`src/rtl/wave_ctrl.sv`:
```
// wave_ctrl - game-flow controller downstream of the kill counter.
//
// Tracks the running 4-bit kill total against a per-wave base. It declares
// a wave cleared, runs a timed intermission between waves, and pulses
// respawns for the four monster slots. It also reports wave number,
// progress and win/lose status.
//
// Ports:
//   clk           system clock
//   rst           synchronous reset, active-high
//   start         one-cycle pulse; begins a game from IDLE, WIN or LOSE
//   kills[3:0]    running kill total (non-decreasing mod 16, steps 0..4)
//   player_dead   level; player has died
//   spawn[3:0]    one-cycle respawn pulse, one bit per monster slot
//   wave[1:0]     current wave 1..MAX_WAVE, 0 in IDLE
//   progress[3:0] kills in the current wave, saturated at KILLS_PER_WAVE
//   intermission  high while between waves
//   win           high while the game is won
//   lose          high while the game is lost
//
// All outputs decode from registers; there are no combinational input paths.
module wave_ctrl #(
    parameter int          KILLS_PER_WAVE = 4,
    parameter int          MAX_WAVE       = 3,
    parameter logic [15:0] INTER_CYC      = 16'd100
) (
    input  logic       clk,
    input  logic       rst,
    input  logic       start,
    input  logic [3:0] kills,
    input  logic       player_dead,
    output logic [3:0] spawn,
    output logic [1:0] wave,
    output logic [3:0] progress,
    output logic       intermission,
    output logic       win,
    output logic       lose
);

    localparam logic [2:0] S_IDLE  = 3'd0;
    localparam logic [2:0] S_SPAWN = 3'd1;
    localparam logic [2:0] S_FIGHT = 3'd2;
    localparam logic [2:0] S_INTER = 3'd3;
    localparam logic [2:0] S_WIN   = 3'd4;
    localparam logic [2:0] S_LOSE  = 3'd5;

    localparam logic [3:0] KPW  = 4'(KILLS_PER_WAVE);
    localparam logic [1:0] MAXW = 2'(MAX_WAVE);

    logic [2:0]  r_state;
    logic [1:0]  r_wave;
    logic [3:0]  r_base;
    logic [3:0]  r_progress;
    logic [15:0] r_timer;

    logic [3:0]  w_diff;
    logic [3:0]  w_diff_sat;
    logic        w_cleared;

    // Kill total wraps mod 16; subtracting in 4 bits gives the wrapped
    // distance. KILLS_PER_WAVE <= 12 keeps this free of aliasing even
    // with 4-kill jumps.
    always_comb begin
        w_diff     = kills - r_base;
        w_cleared  = (w_diff >= KPW);
        w_diff_sat = w_cleared ? KPW : w_diff;
    end

    always_ff @(posedge clk) begin
        if (rst) begin
            r_state    <= S_IDLE;
            r_wave     <= 2'd0;
            r_base     <= 4'd0;
            r_progress <= 4'd0;
            r_timer    <= 16'd0;
        end else begin
            case (r_state)
                S_IDLE: begin
                    if (start) begin
                        r_state <= S_SPAWN;
                        r_wave  <= 2'd1;
                    end
                end
                S_SPAWN: begin
                    // Latching base here discards any kills made during
                    // the intermission.
                    r_base  <= kills;
                    r_state <= S_FIGHT;
                end
                S_FIGHT: begin
                    r_progress <= w_diff_sat;
                    if (player_dead) begin
                        r_state <= S_LOSE;
                    end else if (w_cleared) begin
                        if (r_wave == MAXW) begin
                            r_state <= S_WIN;
                        end else begin
                            r_state <= S_INTER;
                            r_timer <= INTER_CYC - 16'd1;
                        end
                    end
                end
                S_INTER: begin
                    // Death beats timer expiry.
                    if (player_dead) begin
                        r_state <= S_LOSE;
                    end else if (r_timer == 16'd0) begin
                        r_wave     <= r_wave + 2'd1;
                        r_progress <= 4'd0;
                        r_state    <= S_SPAWN;
                    end else begin
                        r_timer <= r_timer - 16'd1;
                    end
                end
                S_WIN, S_LOSE: begin
                    if (start) begin
                        r_state    <= S_SPAWN;
                        r_wave     <= 2'd1;
                        r_progress <= 4'd0;
                    end
                end
                default: begin
                    r_state <= S_IDLE;
                end
            endcase
        end
    end

    assign spawn        = (r_state == S_SPAWN) ? 4'b1111 : 4'b0000;
    assign wave         = r_wave;
    assign progress     = r_progress;
    assign intermission = (r_state == S_INTER);
    assign win          = (r_state == S_WIN);
    assign lose         = (r_state == S_LOSE);

endmodule

```
`config.mk`:
```
export PLATFORM = sky130hd
export DESIGN_NAME = wave_ctrl
export DESIGN_NICKNAME = d
export VERILOG_FILES = /design/src/rtl/wave_ctrl.sv
export SDC_FILE = /design/constraint.sdc
export NUM_CORES = 1
export LEC_CHECK = 0
export CAP_MARGIN = 20
export CORE_MARGIN = 2
export CORE_UTILIZATION = 52
export CTS_BUF_LIST = sky130_fd_sc_hd__clkbuf_8
export CTS_CLUSTER_DIAMETER = 150
export CTS_CLUSTER_SIZE = 16
export DETAILED_ROUTE_END_ITERATION = 6
export PLACE_DENSITY = 0.77
export SLEW_MARGIN = 0
export SYNTH_ARGS = -nofsm -noshare
export SYNTH_HDL_FRONTEND = slang
export SYNTH_SLANG_ARGS = --single-unit
```
`constraint.sdc`:
```
create_clock -name clk -period 2.1 [get_ports clk]
set_input_delay 0.315 -clock clk [delete_from_list [all_inputs] [get_ports clk]]
set_output_delay 0.315 -clock clk [all_outputs]
set_load 0.005 [all_outputs]
```
==> impl_metrics.sql, run 1 <==
INSERT INTO impl_metrics (metric_group, metric, value, unit) VALUES
('synth', 'synth-compound-area-share', '0.238', ''),
('outcome', 'status', 'finished with violations', ''),
('cts', 'cts.root.buffer_cell', 'clkbuf_8', ''),
('synth', 'synthXorXnorAreaFrac', '0.00958', ''),
('floorplanning', 'initial_utilization', '0.544', ''),
('synth', 'ys_ff_latch', '29', ''),
('global_route', 'grt_use_total', '0.265', ''),
('cts', 'tritoncts', 'done', ''),
('floorplanning', 'placement_rows', '21', ''),
('layout', 'area.growth.synth_to_final', '42.7', '%'),
('synth', 'largest_family_of_logic_cells_by_synthesized_area', 'simple AND/OR/NAND/NOR gates', ''),
('setup_path', 'ff2ff_setup_slack', '-120', 'ps'),
('layout', 'finalCoreUtilization', '0.776', ''),
('layout', 'drive_above_1_share', '0.313', ''),
('routing', 'total_iterations_of_the_first_detailed_routing_run', '5', ''),
('routing', 'drt-vias-per-instance', '6.45', ''),
('layout', 'final_net_count', '292', ''),
('timing', 'slew-limit-headroom', '0.581', ''),
('synth', 'synth-warning-count', '0', ''),
('outcome', 'violated_checks', 'setup timing', ''),
('synth', 'yosys-mux-area-fraction', '0.0164', ''),
('global_route', 'grt_pass1_wl', '8310', 'um'),
('cts', 'clock_sink_count', '29', ''),
('setup_path', 'crit_path_cell_trace', 'dlygate4sd2_1 -> inv_2 -> ha_4 -> inv_2 -> fa_2 -> xor2_2 -> nand4b_1 -> buf_4 -> buf_4 -> and2_4 -> a211o_1 -> a21oi_1', ''),
('routing', 'routed_wl', '5810', 'um'),
('cts', 'cts_made_buffers', '5', ''),
('cts', 'worst_skew_pair.late_latency', '290', 'ps'),
('synth', 'post-synth-top-count-cell', 'dfxtp_1', ''),
('synth', 'netlist.top_cell.by_area', 'dfxtp_1', ''),
('setup_path', 'crit_path_max_incr_delay', '340', 'ps'),
('timing', 'setup-violations-final', '7', ''),
('routing', 'wl_per_cell', '17.9', 'um'),
('floorplanning', 'core_region_area', '0.00336', 'mm2'),
('cts', 'cts_hold_buf', '0', ''),
('place', 'port_buffers', '20', ''),
('timing', 'final.setup.tns', '-332', 'ps'),
('place', 'place.detailed.hpwl', '3260', 'um'),
('timing', 'max_freq', '0.451', 'GHz'),
('min_path', 'hold_class', 'in -> reg', ''),
('global_route', 'grt_overflow_total', '0', ''),
('routing', 'ant_nets', '0', ''),
('timing', 'final_max_slew_viol_count', '0', ''),
('power_and_ir_drop', 'total_power', '0.00300', 'W'),
('global_route', 'antenna_found_initial', '0', ''),
('routing', 'vias', '2091', ''),
('setup_path', 'critical_path.top_delay_family', 'buffers and inverters', ''),
('synth', 'synth_simple_gate_area_share', '0.292', ''),
('routing', 'number_of_remaining_drc_errors', '0', ''),
('setup_path', 'timing.critical_path.arrival', '2430', 'ps'),
('timing', 'post-route-period-util', '1.06', ''),
('synth', 'postSynthAreaPerCell', '8.06', 'um2'),
('flow_run', 'cap_violations', '0', ''),
('synth', 'synthesized_area_fraction_occupied_by_adder_cells', '0.0520', ''),
('global_route', 'grt_pass1_vias', '1812', ''),
('setup_path', 'critPathCaptureType', 'register', ''),
('timing', 'hold_viol_final', '0', ''),
('timing', 'postLayoutSetupSlackWorst', '-117', 'ps'),
('setup_path', 'cp_slowest_cell', 'fa_2', ''),
('power_and_ir_drop', 'static-leakage-power', '0.996', 'nW'),
('synth', 'synth_enable_flop_cells', '0', ''),
('timing', 'worst_clock_skew', '3.95', 'ps'),
('setup_path', 'startpoint_type', 'input port', ''),
('synth', 'synth.lib_cells_used.distinct', '51', ''),
('setup_path', 'critical_path.max_fanout', '3', ''),
('synth', 'ys_seq_area_frac', '0.317', ''),
('place', 'gp_congestion', '0.915', ''),
('synth', 'synth_top_area_frac', '0.317', ''),
('timing', 'grt_setup_unrepaired', 'yes', ''),
('cts', 'ctsLongestPathBuffers', '2', ''),
('setup_path', 'crit_buf_inv', '5', ''),
('setup_path', 'cp_data_required_time', '2310', 'ps');
-- final timing paths --
check,from,to,cells after the start
setup / recovery,kills[0],r_state[1]$_SDFFE_PP0P_,12
hold / removal,kills[0],r_base[0]$_SDFFE_PP0P_,3
setup reg to reg,r_base[0]$_SDFFE_PP0P_,r_state[1]$_SDFFE_PP0P_,10
hold reg to reg,progress[3]$_SDFFE_PP0P_,progress[3]$_SDFFE_PP0P_,1
-- per-layer routing --
layer / up-vias / global-route usage / wire (um)
met4: 0 / 0.114 / 242
met5: - / 0 / 0
met1: 971 / 0.327 / 2360
li1: 952 / - / -
met2: 131 / 0.439 / 2680
met3: 37 / 0.0643 / 529
-- kinds of logic after synthesis --
family,Yosys count
flip-flops,29
XOR/XNOR,2
multiplexers,3
buffers and inverters,31
AND/OR/NAND/NOR,95
adder cells (fa/ha/maj),7
AO/OA/AOI/OAI,60
-- stage by stage --
stage               setup WS (ps)  cell area (um2)  std cells
finish                       -117             2610        324
global route                 -194             2610        324
CTS                          2.13             2400        317
detailed placement           -571             2250        307
global placement             -452             2250        307
floorplan                   -2.03             1840        227
-- power by group --
| group | switching, W | total [W] | internal [W] |
|---|---|---|---|
| Combinational | 0.000914 | 0.00174 | 0.000826 |
| Clock | 0.000234 | 0.000530 | 0.000296 |
| Sequential | 0.0000991 | 0.000735 | 0.000635 |
| Total | 0.00125 | 0.00300 | 0.00176 |
-- cell type report --
class                   count  area (um2)
clock buffers               7        96.3
flip-flops and latches     29         587
inverters                  16        60.1
clock inverters             1        5.00
multi-input cells         168        1310
fillers                   230         753
repair buffers             57         499
well taps                  46        57.6
-- sequential cells by signal (all words and copies together) (netlist names) --
register and flops:
r_timer 16, progress 4, r_base 4, r_state 3, wave 2
-- what timing repair did --
| item | CTS | global route |
|---|---|---|
| cloned | 0 | 2 |
| pin swaps | 6 | 14 |
| endpoints found under the setup margin | 24 | 28 |
| gates resized for setup | 13 | 31 |
| buffers inserted | 3 | 5 |
-- cell usage in the layout (no fill, tap or decap), types with 3 or more instances in the layout --
cell type        synthesis  routed
buf_4                    3      33
dfxtp_1                 29      24
nor2_1                  24      23
clkdlybuf4s50_1          0      18
nor3_1                  16      14
a21oi_1                 15      13
nand2_1                 13      13
inv_1                   14      10
clkbuf_8                 0       7
inv_2                    2       6
a31oi_1                  6       6
a211oi_1                 7       5
nor4_1                   7       5
dfxtp_2                  0       5
nand3b_1                 4       4
nor2b_1                  4       4
nand3_1                  4       4
or4_1                    3       3
nand4_1                  3       3
nor3b_1                  3       3
nand4b_1                 3       3
a211o_1                  3       3
o32ai_1                  3       3
o21ai_1                  4       3
mux2i_1                  3       3
ha_4                     0       3
-- tightest hold or removal path: cells and delay by family --
| kind | cells | cell delay (ps) |
|---|---|---|
| buffers and inverters | 1 | 230 |
| AND/OR/NAND/NOR | 1 | 70 |
| multiplexers | 1 | 80 |
Note: power is estimated with default switching activity, not from simulation.
==> run 2, diff against run 1 <==
--- a/config.mk
+++ b/config.mk
@@ -7,12 +7,14 @@
 export LEC_CHECK = 0
 export CAP_MARGIN = 20
 export CORE_MARGIN = 2
-export CORE_UTILIZATION = 52
+export CORE_UTILIZATION = 56
 export CTS_BUF_LIST = sky130_fd_sc_hd__clkbuf_8
 export CTS_CLUSTER_DIAMETER = 150
 export CTS_CLUSTER_SIZE = 16
 export DETAILED_ROUTE_END_ITERATION = 6
-export PLACE_DENSITY = 0.77
+export DONT_BUFFER_PORTS = 1
+export PLACE_DENSITY = 0.72
+export SKIP_LAST_GASP = 1
 export SLEW_MARGIN = 0
 export SYNTH_ARGS = -nofsm -noshare
 export SYNTH_HDL_FRONTEND = slang
==> run 2 against run 1 <==
Compared with the run above:
- the run still ends with setup timing left
- final area shrank 15%
- routed wire length shrank 16%
- power shrank 11%
- die area shrank 6.7%
- cell count shrank 12%
- count of clock-buffer cells in the layout shrank 1
- clock skew grew 2.0 ps
- fmax grew 3.9%
- utilization shrank 5.7 points
- via count shrank 13%
- combinational power shrank 24%
- sequential power grew 2%
- largest power group unchanged
==> impl_metrics.sql, run 2 (synthesis gave the netlist of run 1 again) <==
INSERT INTO impl_metrics (metric_group, metric, value, unit) VALUES
('timing', 'post-route-period-util', '1.02', ''),
('cts', 'clock_sink_count', '29', ''),
('global_route', 'grt_pass1_vias', '1758', ''),
('timing', 'final_max_slew_viol_count', '0', ''),
('timing', 'final_period_demand_of_the_worst_path', '2130', 'ps'),
('min_path', 'hold_class', 'in -> reg', ''),
('cts', 'clock_edge_transition_at_the_registers_on_the_reported_setup_and_hold_paths', '60', 'ps'),
('layout', 'final_non_filler_cells', '286', ''),
('power_and_ir_drop', 'power_density', '1200', 'mW/mm2'),
('floorplanning', 'placement_rows', '20', ''),
('cts', 'cts_hold_buf', '0', ''),
('setup_path', 'critPathKind', 'reg -> reg', ''),
('floorplanning', 'boundaryPins', '21', ''),
('floorplanning', 'die-area', '0.00374', 'mm2'),
('routing', 'wl_per_cell', '17.1', 'um'),
('setup_path', 'critPathCaptureType', 'register', ''),
('timing', 'max_freq', '0.469', 'GHz'),
('timing', 'grt_setup_unrepaired', 'yes', ''),
('layout', 'area.growth.synth_to_final', '20.9', '%'),
('cts', 'cts_made_buffers', '5', ''),
('routing', 'number_of_remaining_drc_errors', '0', ''),
('cts', 'tritoncts', 'done', ''),
('timing', 'slew-limit-headroom', '0.714', ''),
('place', 'gp_congestion', '0.936', ''),
('floorplanning', 'chipWidth', '61.2', 'um'),
('timing', 'postLayoutSetupSlackWorst', '-33.1', 'ps'),
('place', 'place.detailed.hpwl', '3320', 'um'),
('layout', 'largest_register', 'r_timer', ''),
('layout', 'finalCoreUtilization', '0.719', ''),
('global_route', 'grt_use_total', '0.278', ''),
('floorplanning', 'chipHeight', '61.2', 'um'),
('cts', 'ctsLongestPathBuffers', '2', ''),
('routing', 'drt-initial-drc-count', '112', ''),
('power_and_ir_drop', 'irDropWorstVdd', '0.000882', 'V'),
('layout', 'drive_above_1_share', '0.248', ''),
('setup_path', 'critical_path.max_fanout', '4', ''),
('routing', 'vias', '1812', ''),
('layout', 'final_common_cell', 'dfxtp_1', ''),
('layout', 'final_net_count', '256', ''),
('timing', 'setup-violations-final', '4', ''),
('routing', 'ant_nets', '0', ''),
('outcome', 'status', 'finished with violations', ''),
('routing', 'drt-vias-per-instance', '6.34', ''),
('cts', 'cts.root.buffer_cell', 'clkbuf_8', ''),
('cts', 'worst_skew_pair.late_latency', '290', 'ps'),
('cts', 'cts.htree.levels', '2', ''),
('layout', 'antenna-diode-count', '0', ''),
('layout', 'largest_register_ff_count', '16', ''),
('place', 'port_buffers', '0', ''),
('global_route', 'grt_pass1_wl', '7640', 'um'),
('place', 'place_inst', '275', ''),
('timing', 'worst_clock_skew', '5.96', 'ps'),
('floorplanning', 'core_region_area', '0.00308', 'mm2'),
('power_and_ir_drop', 'total_power', '0.00266', 'W'),
('global_route', 'antenna_found_initial', '0', ''),
('global_route', 'grt_overflow_total', '0', ''),
('flow_run', 'cap_violations', '0', ''),
('place', 'dp_slack', '-124', 'ps'),
('layout', 'final_cell_mix', 'dfxtp_1 (27), nor2_1 (23), buf_4 (19)', ''),
('setup_path', 'cp_data_required_time', '2310', 'ps'),
('global_route', 'grt_max_degree', '34', ''),
('setup_path', 'startpoint_type', 'register', ''),
('timing', 'hold_viol_final', '0', ''),
('setup_path', 'timing.critical_path.arrival', '2340', 'ps'),
('routing', 'total_iterations_of_the_first_detailed_routing_run', '4', ''),
('power_and_ir_drop', 'static-leakage-power', '0.837', 'nW'),
('routing', 'routed_wl', '4900', 'um'),
('timing', 'worst_slew_pin_slew', '428', 'ps'),
('floorplanning', 'initial_utilization', '0.594', ''),
('outcome', 'violated_checks', 'setup timing', '');
run 2: cell types whose count changed in the layout (fill, tap and decap cells not counted), moves of 2 or more:
cell,delta
dfxtp_2,-3
o31ai_4,-2
inv_2,-3
ha_4,-2
inv_1,+4
buf_4,-14
clkdlybuf4s50_1,-18
ha_1,+3
nor2_4,-2
dlygate4sd2_1,-2
dfxtp_1,+3
run 2: path summary, 6_finish.rpt:
| path | startpoint | endpoint | slack (ps) | cells after the start |
|---|---|---|---|---|
| worst max register to register | r_base[0]$_SDFFE_PP0P_ | r_state[2]$_SDFFE_PP0P_ | -30 | 9 |
| worst max-delay path | r_base[0]$_SDFFE_PP0P_ | r_state[2]$_SDFFE_PP0P_ | -30 | 9 |
| worst min register to register | r_timer[4]$_SDFFE_PP0P_ | r_timer[4]$_SDFFE_PP0P_ | 490 | 2 |
| worst min-delay path | rst | r_state[1]$_SDFFE_PP0P_ | 90 | 1 |
run 2: cell type report:
| class | count | area [um2] |
|---|---|---|
| clock inverters | 2 | 33.8 |
| fillers | 249 | 866 |
| clock buffers | 6 | 82.6 |
| inverters | 16 | 60.1 |
| multi-input cells | 167 | 1220 |
| well taps | 44 | 55.1 |
| repair buffers | 22 | 176 |
| flip-flops and latches | 29 | 583 |
run 2: report_power, final:
group / internal [W] / switching, W / total, W
combinational: 0.000590 / 0.000728 / 0.00132
clock: 0.000381 / 0.000215 / 0.000596
sequential: 0.000632 / 0.000118 / 0.000751
run 2: per-layer routing:
metal	part of all wire	vias up	global-route usage
met5	0	-	0
met4	0.022	0	0.130
met3	0.058	13	0.0819
met2	0.53	59	0.479
met1	0.39	858	0.314
li1	-	882	-
run 2: worst max-delay path, cell delays in order (launching register included):
cell      delay, ps
dfxtp_2         350
ha_4            130
inv_2            30
fa_2            350
xor2_2          190
a211o_1         330
a211oi_2        210
a211o_1         160
buf_4           120
mux2i_2         200
run 2: per-stage QoR:
stage / area (um2) / TNS (ps) / hold slack (ps)
2_1_floorplan: 1840 / -2.03 / 454
3_3_place_gp: 1960 / -24.0 / 388
3_5_place_dp: 1960 / -197 / 393
4_1_cts: 2110 / -37.8 / 86.4
5_1_grt: 2210 / -1040 / 82.3
6_report: 2210 / -104 / 92.4
run 2: what timing repair did:
item / in CTS / in global routing
endpoints found under the setup margin: 2 / 27
pin swaps: 4 / 7
gates cloned: 0 / 1
setup buffers: 1 / 1
resized for setup: 6 / 21
==> run 3, diff against run 2 <==
--- a/config.mk
+++ b/config.mk
@@ -13,6 +13,7 @@
 export CTS_CLUSTER_SIZE = 16
 export DETAILED_ROUTE_END_ITERATION = 6
 export DONT_BUFFER_PORTS = 1
+export GPL_ROUTABILITY_DRIVEN = 0
 export PLACE_DENSITY = 0.72
 export SKIP_LAST_GASP = 1
 export SLEW_MARGIN = 0
==> results of run 3 <==
Same layout as run 2: the final DEF is identical, and so are final timing and power.
